## config.mk

```make
export PLATFORM = sky130hd
export DESIGN_NAME = fetch_queue_flat
export DESIGN_NICKNAME = d
export VERILOG_FILES = /design/src/rtl/fetch_queue_pkg.sv /design/src/rtl/fetch_queue_if.sv /design/src/rtl/fetch_queue_fifo.sv /design/src/rtl/fetch_queue.sv /design/src/flat_wrapper.sv
export SDC_FILE = /design/constraint.sdc
export NUM_CORES = 1
export LEC_CHECK = 0
export ABC_CLOCK_PERIOD_IN_PS = 13000
export CAP_MARGIN = 0
export CORE_MARGIN = 2
export CORE_UTILIZATION = 46
export CTS_CLUSTER_DIAMETER = 200
export DETAILED_ROUTE_END_ITERATION = 10
export PLACE_DENSITY = 0.68
export SLEW_MARGIN = 0
export SYNTH_ARGS = -nofsm -noshare
export SYNTH_HDL_FRONTEND = slang
export SYNTH_SLANG_ARGS = --single-unit
```

## constraint.sdc

```tcl
create_clock -name clk -period 13 [get_ports clk]
set_input_delay 3.9 -clock clk [delete_from_list [all_inputs] [get_ports clk]]
set_output_delay 3.9 -clock clk [all_outputs]
set_load 0.02 [all_outputs]
```

## src/rtl/fetch_queue_pkg.sv

```systemverilog
// Shared constants and helpers for the prefetching instruction-fetch stage.
package fetch_queue_pkg;

   localparam int INSTR_WIDTH = 32;
   localparam logic [INSTR_WIDTH-1:0] NOP_INSTR = 32'h0000_0000;
   localparam logic [31:0] DEFAULT_RESET_PC = 32'h0000_0000;

   function automatic int clog2(input int value);
      int result;
      result = 0;
      while ((1 << result) < value) begin
         result++;
      end
      return result;
   endfunction

endpackage

```

## src/rtl/fetch_queue_if.sv

```systemverilog
// Decode-side handshake and RAM port B bundle of the fetch stage.
interface fetch_queue_if #(
   parameter int DATA_WIDTH = 32,
   parameter int ADDR_WIDTH = 9,
   parameter int DEPTH      = 4
);
   import fetch_queue_pkg::*;

   localparam int COUNT_WIDTH = clog2(DEPTH) + 1;

   logic                   jump;
   logic [31:0]            target;
   logic                   stall;
   logic                   ram_en_b;
   logic [ADDR_WIDTH-1:0]  ram_addr_b;
   logic [DATA_WIDTH-1:0]  ram_rdata_b;
   logic                   valid_id;
   logic [31:0]            pc_id;
   logic [DATA_WIDTH-1:0]  ir_id;
   logic [COUNT_WIDTH-1:0] count;

   // Fetch stage side.
   modport master (
      input  jump, target, stall, ram_rdata_b,
      output ram_en_b, ram_addr_b, valid_id, pc_id, ir_id, count
   );

   // Decode stage and instruction RAM side.
   modport slave (
      output jump, target, stall, ram_rdata_b,
      input  ram_en_b, ram_addr_b, valid_id, pc_id, ir_id, count
   );

endinterface

```

## src/rtl/fetch_queue_fifo.sv

```systemverilog
// Synchronous FIFO holding {pc, instruction} entries; head is read combinationally.
module fetch_fifo #(
   parameter int WIDTH       = 64,
   parameter int DEPTH       = 4,
   parameter int COUNT_WIDTH = fetch_queue_pkg::clog2(DEPTH) + 1
) (
   input  logic                   clk,
   input  logic                   rst,
   input  logic                   push,
   input  logic                   pop,
   input  logic                   flush,
   input  logic [WIDTH-1:0]       din,
   output logic [WIDTH-1:0]       dout,
   output logic [COUNT_WIDTH-1:0] count,
   output logic                   empty,
   output logic                   full
);
   import fetch_queue_pkg::*;

   localparam int PTR_WIDTH = clog2(DEPTH);

   logic [WIDTH-1:0]       mem_reg [DEPTH];
   logic [PTR_WIDTH-1:0]   wr_ptr_reg;
   logic [PTR_WIDTH-1:0]   rd_ptr_reg;
   logic [COUNT_WIDTH-1:0] count_reg;
   logic                   do_push;
   logic                   do_pop;

   assign empty   = (count_reg == '0);
   assign full    = (count_reg == COUNT_WIDTH'(DEPTH));
   assign do_push = push & ~flush;
   assign do_pop  = pop & ~empty & ~flush;
   assign dout    = mem_reg[rd_ptr_reg];
   assign count   = count_reg;

   // DEPTH is a power of two, so the pointers wrap on their own.
   always_ff @(posedge clk) begin
      if (rst || flush) begin
         wr_ptr_reg <= '0;
         rd_ptr_reg <= '0;
         count_reg  <= '0;
      end else begin
         if (do_push) wr_ptr_reg <= wr_ptr_reg + 1'b1;
         if (do_pop)  rd_ptr_reg <= rd_ptr_reg + 1'b1;
         count_reg <= count_reg + COUNT_WIDTH'(do_push) - COUNT_WIDTH'(do_pop);
      end
   end

   always_ff @(posedge clk) begin
      if (do_push) mem_reg[wr_ptr_reg] <= din;
   end

endmodule

```

## src/rtl/fetch_queue.sv

```systemverilog
// Prefetching fetch stage: credit-based sequential reads on RAM port B feed a
// small queue presented to decode; a jump flushes the queue and redirects.
module fetch_queue #(
   parameter int          DATA_WIDTH = 32,
   parameter int          ADDR_WIDTH = 9,
   parameter int          DEPTH      = 4,
   parameter logic [31:0] RESET_PC   = fetch_queue_pkg::DEFAULT_RESET_PC
) (
   input logic         clk,
   input logic         rst,
   fetch_queue_if.master bus
);
   import fetch_queue_pkg::*;

   localparam int COUNT_WIDTH = clog2(DEPTH) + 1;
   localparam int ENTRY_WIDTH = 32 + DATA_WIDTH;

   logic [31:0]            fetch_pc_reg, fetch_pc_next;
   logic                   inflight_reg, inflight_next;
   logic                   kill_reg, kill_next;
   logic [ENTRY_WIDTH-1:0] head;
   logic [COUNT_WIDTH-1:0] occupancy;
   logic [COUNT_WIDTH:0]   credit;
   logic                   empty, full;
   logic                   pop, push, issue;

   assign pop    = bus.valid_id & ~bus.stall & ~bus.jump;
   assign push   = inflight_reg & ~kill_reg & ~full;
   // Entries already queued plus the one in flight, less the one leaving now.
   assign credit = {1'b0, occupancy} + (COUNT_WIDTH+1)'(inflight_reg)
                   - (COUNT_WIDTH+1)'(pop);
   assign issue  = ~rst & ~bus.jump & (credit < (COUNT_WIDTH+1)'(DEPTH));

   always_comb begin
      fetch_pc_next = fetch_pc_reg;
      inflight_next = issue;
      kill_next     = 1'b0;
      if (bus.jump) begin
         fetch_pc_next = bus.target & 32'hFFFF_FFFC;
         kill_next     = inflight_reg;
      end else if (issue) begin
         fetch_pc_next = fetch_pc_reg + 32'd4;
      end
   end

   always_ff @(posedge clk) begin
      if (rst) begin
         fetch_pc_reg <= RESET_PC;
         inflight_reg <= 1'b0;
         kill_reg     <= 1'b0;
      end else begin
         fetch_pc_reg <= fetch_pc_next;
         inflight_reg <= inflight_next;
         kill_reg     <= kill_next;
      end
   end

   // A returning read was issued last cycle with no jump since, so its PC
   // is exactly one word behind fetch_pc_reg.
   fetch_fifo #(
      .WIDTH       (ENTRY_WIDTH),
      .DEPTH       (DEPTH),
      .COUNT_WIDTH (COUNT_WIDTH)
   ) u_fifo (
      .clk   (clk),
      .rst   (rst),
      .push  (push),
      .pop   (pop),
      .flush (bus.jump),
      .din   ({fetch_pc_reg - 32'd4, bus.ram_rdata_b}),
      .dout  (head),
      .count (occupancy),
      .empty (empty),
      .full  (full)
   );

   assign bus.ram_en_b   = issue;
   assign bus.ram_addr_b = fetch_pc_reg[ADDR_WIDTH+1:2];
   assign bus.valid_id   = ~empty;
   assign bus.pc_id      = empty ? 32'd0 : head[ENTRY_WIDTH-1:DATA_WIDTH];
   assign bus.ir_id      = empty ? DATA_WIDTH'(NOP_INSTR) : head[DATA_WIDTH-1:0];
   assign bus.count      = occupancy;

endmodule
```

## src/flat_wrapper.sv

```systemverilog
// flat-port wrapper written by rule: the top's interface ports become plain ports
module fetch_queue_flat import fetch_queue_pkg::*;
#(
   parameter int          DATA_WIDTH = 32,
   parameter int          ADDR_WIDTH = 9,
   parameter int          DEPTH      = 4,
   parameter logic [31:0] RESET_PC   = fetch_queue_pkg::DEFAULT_RESET_PC
)
  (clk, rst, bus_jump, bus_target, bus_stall, bus_ram_rdata_b, bus_ram_en_b, bus_ram_addr_b, bus_valid_id, bus_pc_id, bus_ir_id, bus_count);
  fetch_queue_if #(.DATA_WIDTH(DATA_WIDTH), .ADDR_WIDTH(ADDR_WIDTH), .DEPTH(DEPTH)) bus_i ();
  input logic clk;
  input logic rst;
  input wire logic [$bits(bus_i.jump)-1:0] bus_jump;
  input wire logic [$bits(bus_i.target)-1:0] bus_target;
  input wire logic [$bits(bus_i.stall)-1:0] bus_stall;
  input wire logic [$bits(bus_i.ram_rdata_b)-1:0] bus_ram_rdata_b;
  output wire logic [$bits(bus_i.ram_en_b)-1:0] bus_ram_en_b;
  output wire logic [$bits(bus_i.ram_addr_b)-1:0] bus_ram_addr_b;
  output wire logic [$bits(bus_i.valid_id)-1:0] bus_valid_id;
  output wire logic [$bits(bus_i.pc_id)-1:0] bus_pc_id;
  output wire logic [$bits(bus_i.ir_id)-1:0] bus_ir_id;
  output wire logic [$bits(bus_i.count)-1:0] bus_count;
  assign bus_i.jump = bus_jump;
  assign bus_i.target = bus_target;
  assign bus_i.stall = bus_stall;
  assign bus_i.ram_rdata_b = bus_ram_rdata_b;
  assign bus_ram_en_b = bus_i.ram_en_b;
  assign bus_ram_addr_b = bus_i.ram_addr_b;
  assign bus_valid_id = bus_i.valid_id;
  assign bus_pc_id = bus_i.pc_id;
  assign bus_ir_id = bus_i.ir_id;
  assign bus_count = bus_i.count;
  fetch_queue #(.DATA_WIDTH(DATA_WIDTH), .ADDR_WIDTH(ADDR_WIDTH), .DEPTH(DEPTH), .RESET_PC(RESET_PC)) u_core (.clk(clk), .rst(rst), .bus(bus_i));
endmodule
```

* Yosys cells after proc, flatten, opt, wreduce, memory -nomap -nowiden
Memory sizes are Yosys's and may differ from the RTL's. A register that Yosys moved wholly into a read port is not among the register bits. Cells that the tools add are included.
Word-level totals: RAM bits 256, word-level logic and storage cells 46, bits in registers 41, output and inout bits 78, bits of input ports 68, memories 1
Cells by class: reductions and logical operators 5, $lt $le $gt $ge 1, mux-type cells 8, $add $sub $neg 8, equal/unequal tests 1, bitwise operators 15
Memories:
- u_core.u_fifo.mem_reg | words 4, bits a word 64, read ports 1, clocked after Yosys merged registers in 1, wr ports 1, line fetch_queue_fifo.sv:22 | logic [WIDTH-1:0] mem_reg [DEPTH];
Operators by type and width (count):
- 2-to-1 mux 32 bit | 4
- adder 32 x 3 -> 32 bit (second input constant) | 1
- subtractor 32 x 3 -> 32 bit (second input constant) | 1
- bitwise AND 1 bit | 9
- inverter 1 bit | 6
- adder 2 x 1 -> 2 bit (second input constant) | 2
- adder 3 x 1 -> 4 bit | 1
- < comparator 4 x 3 -> 1 bit (second input constant) | 1
- 2-to-1 mux 2 bit | 2
- OR reduction 2 bit | 2
- subtractor 4 x 1 -> 4 bit | 1
- adder 3 x 1 -> 3 bit | 1
- == test 3 bit (second input constant) | 1
- zero test 3 bit | 1
- subtractor 3 x 1 -> 3 bit | 1
- 2-to-1 mux 1 bit | 2
- nonzero test 2 bit | 1
- logical OR 1 bit | 1

* Logic depth before layout (Yosys ltp)
word-level depth 9, depth in mapped cells 13, depth with buffers taken out 10

* Cells and area by module
A second synthesis with hierarchy kept.
Unflattened totals: cells, all modules 797, area total of the unflattened synthesis 12967.4 µm²
Modules (own cells, without submodules):
- fetch_fifo | cells each 382, area an instance 9803.2 µm², times used 1, sequential area each 7867.5 µm²
- fetch_queue | cells each 415, area an instance 3164.3 µm², times used 1, sequential area each 640.6 µm²

* Worst setup path after synthesis
Ideal clock, no wire load.
path kind input-to-output, start in bus_jump, end out bus_ram_en_b, slack 2.837 ns, buffers on the path 3, data required time 9.100 ns, arrival time 6.263 ns, stages 11, cell sequence clkbuf_1 clkbuf_1 nor3_1 ha_1 inv_1 ha_1 and3b_1 nor4_2 clkbuf_1 nor2_1 nor2_1
On the way: cells in the longest elaborated chain, start to end 5, elaborated cells on any way between the ends 6, classes of those cells add/sub (1); order compare (1); bitwise (4)
RTL lines:
- from (decl) | line flat_wrapper.sv:13 | input wire logic [$bits(bus_i.jump)-1:0] bus_jump;
- inverter 1 bit (no source line) *
- bitwise AND 1 bit | line fetch_queue.sv:27 | assign pop = bus.valid_id & ~bus.stall & ~bus.jump;
- subtractor 4 x 1 -> 4 bit | line fetch_queue.sv:31 | - (COUNT_WIDTH+1)'(pop);
- < comparator 4 x 3 -> 1 bit | line fetch_queue.sv:32 | assign issue = ~rst & ~bus.jump & (credit < (COUNT_WIDTH+1)'(DEPTH));
- bitwise AND 1 bit * | line fetch_queue.sv:32
- to (decl) | line flat_wrapper.sv:17 | output wire logic [$bits(bus_i.ram_en_b)-1:0] bus_ram_en_b;
Mark *: on every way between the ends. The rest lies on a longest branch, timed or not.

* Final worst setup path
Ends and elaborated chain as after synthesis.

==> metrics.txt <==
status finished clean; WL per Instance 19.9 um; # diodes 0; minimum clock period between 10 and 15 ns; max-capacitance violation count 0; vias approximately 7,000; CP Capture Type output pin; Tcrit/Tclk final between 80% and 90%; Overflow after GRT 0; fill count around 2,100; vias per inst ~5.5; die area between 20,000 and 30,000 sq um; Synth area leader edfxtp_1; largest net degree at the start of global routing 65; Tightest Hold Check Type reg2reg; crit path cell chain clkdlybuf4s50_1 -> buf_4 -> nor3_1 -> ha_1 -> inv_1 -> ha_1 -> and3b_1 -> o21a_1 -> nor2_1 -> nor2_1 -> clkdlybuf4s50_1; hpwl dp between 15,000 and 20,000 um; Layout area overhead 20.4%; drt first pass iters 5; WP data arrival 6.91 ns; vias in the first global route a little over 7,000; clk slew on worst S/H paths 0.06 ns; Critical Path Sink bus_ram_en_b; Setup crit start kind input pin; synth unique cells 55; cell internal power dissipation about 1.6 mW; Rows 60; Nets 982; initial core utilization ~47%; top cell type's share of synthesized area 59.8%; top-count cell post-synth edfxtp_1; core box area around 27,000 sq um; WP data required 9.10 ns; fmax between 90 and 100 MHz; EDFF count, synth about 250; Slew headroom roughly 25%; syn avg cell area approximately 16 sq um; R2R Path End u_core.fetch_pc_reg[23]; Cells after Synth between 700 and 800; Die W 168 um; Longest Clk Path Bufs 3; r2r setup slk around 9.8 ns; final hold vios 0; Yosys warnings 0; sw power ~0.42 mW; Reg power frac a little over half; setup tns final 0 ns; register area share after synthesis approximately 66%; Post-Route WL about 25,000 um; Gates resized, CTS repair 0; Starting DRT DRC Count roughly 460; drt drc 0; ratio of cells with drive above 1 in the final layout about 14%; root buffer cell clkbuf_16; Die Ht ~170 um; # IOs 146; max-slew violation count 0; measured slew at the worst slew-check pin 1.11 ns; Clk pwr share 40.5%; ranking of synthesized cells by area edfxtp_1 60%, mux4_2 11%, dfxtp_1 6.6%; sequential cell area between 8000 and 9000 sq um; commonest cells in the synthesized netlist 248 x edfxtp_1, 64 x nor2b_1, 62 x mux4_2; I/O Buffers around 140; pwr/cell area 133 nW/um^2; Post-CTS Setup Repair Bufs 0; Setup crit start bus_jump; Max stage delay cell, worst path clkdlybuf4s50_1; CTS HTree Levels 1; worst skew pair latency roughly 0.55 ns; max reg flops roughly 250; Hold-fix buffers, CTS 0; gr usage total between 10% and 20%; Leak between 4 and 5 nW; ys flop type edfxtp_1; Synth Register Bits 289; RSZ-0062 raised after global routing false; global-route wire length before repair between 40,000 and 50,000 um; hold path start u_core.inflight_reg; Sw Ratio 21.3%; Worst R2R Path Depth 11; mapped cell area ~12,000 sq um; Final GP Congestion about 0.84; TritonCTS Buffers 31; Post-DP Area around 14,000 sq um; r2r startpoint u_core.u_fifo.count[2]; initial antenna violation count 0; Setup Viol. Count Final 0; CTS Sinks roughly 290; Final Skew roughly 0.012 ns; CP Class in2out; Detail Route Antenna Nets 0; design area 15,000 sq um; area of the multi-input gates around 3800 sq um; worst vdd ir between 0.0001 and 0.00015 V; Comb power frac under 10%; critical path peak fanout 25; CP max stage delay roughly 0.63 ns; async set-reset flop share out of synthesis 0%; CTS tree yes
[routing by layer]
layer  part of all wire (%)  GRT usage (%)
met5                      0              0
met4                    1.8           4.39
met1                     44           24.8
met2                     49           30.3
met3                    5.5           2.81
[per-stage QoR]
step	worst slack [ns]	util [%]	hold slack (ns)	std cells	power, mW
detailed placement	2.24	52.6	0.469	1210	1.20
CTS	2.19	56.1	0.480	1262	2.01
global placement	2.21	52.6	0.482	1210	1.20
global route	1.99	56.1	0.525	1262	2.06
floorplan	2.84	-	0.448	780	1.14
finish	2.19	56.1	0.483	1262	1.99
[area by class of cell]
cell class | instances | area share [%]
well taps | 341 | 2.85
clock inverters | 13 | 0.751
multi-input cells | 408 | 25.4
inverters | 22 | 0.551
flip-flops and latches | 289 | 55.2
clock buffers | 39 | 5.38
repair buffers | 150 | 9.87
[critical path, delay by kind of cell]
| kind | cells | cell delay [ns] |
|---|---|---|
| buffers and inverters | 4 | 1.28 |
| and+or+nand+nor | 4 | 0.80 |
| AOI/OAI and AO/OA | 1 | 0.49 |
| adders and majority gates | 2 | 0.42 |
[cells by family (layout without fill, tap and decap cells)]
logic type	count (synthesis)	after routing	share of synthesized area (%)
flops	289	289	66.4
simple gates	205	205	9.84
buf+inv	83	224	3.13
compound gates	75	75	4.38
mux	65	65	11.5
xor+xnor	49	49	3.45
fa+ha+maj	12	12	1.27
other cells	1	2	0.0301
[power groups by stage]
stage | Sequential, mW | Clock, mW | Combinational [mW]
2_1_floorplan | 1.06 | 0 | 0.0853
3_3_place_gp | 1.07 | 0 | 0.133
3_5_place_dp | 1.07 | 0 | 0.135
4_1_cts | 1.05 | 0.823 | 0.136
5_1_grt | 1.05 | 0.864 | 0.147
6_report | 1.05 | 0.804 | 0.134
[placed cells by master, fill, tap and decap left out, drive strengths merged, types with 3 or more instances in the layout]
cell           count
mux4              62
a211oi            15
clkbuf            39
nor4              13
xnor2             20
o211ai             6
clkinv             9
nor2b             64
o21a               5
o21ai             15
a21oi              6
edfxtp           248
nor2              41
ha                11
buf                9
or3                7
o31ai              3
and3               4
o2111ai            8
xor2              29
nand2             16
a2111oi            4
clkdlybuf4s50    141
a311oi             3
or4                8
and2              12
nand3              3
inv               22
nor3              14
mux2i              3
nand4             12
dfxtp             41
nor4b              3
[how the worst min path moves through the flow]
stage / slack (ns) / endpoint / cells after the start
after floorplan: 0.45 / u_core.kill_reg / 2
after global placement: 0.48 / u_core.kill_reg / 2
after detailed placement: 0.47 / u_core.kill_reg / 2
after CTS: 0.48 / u_core.kill_reg / 2
after global routing: 0.53 / u_core.kill_reg / 2
final: 0.48 / u_core.kill_reg / 2
(Power assumes the default switching activity.)
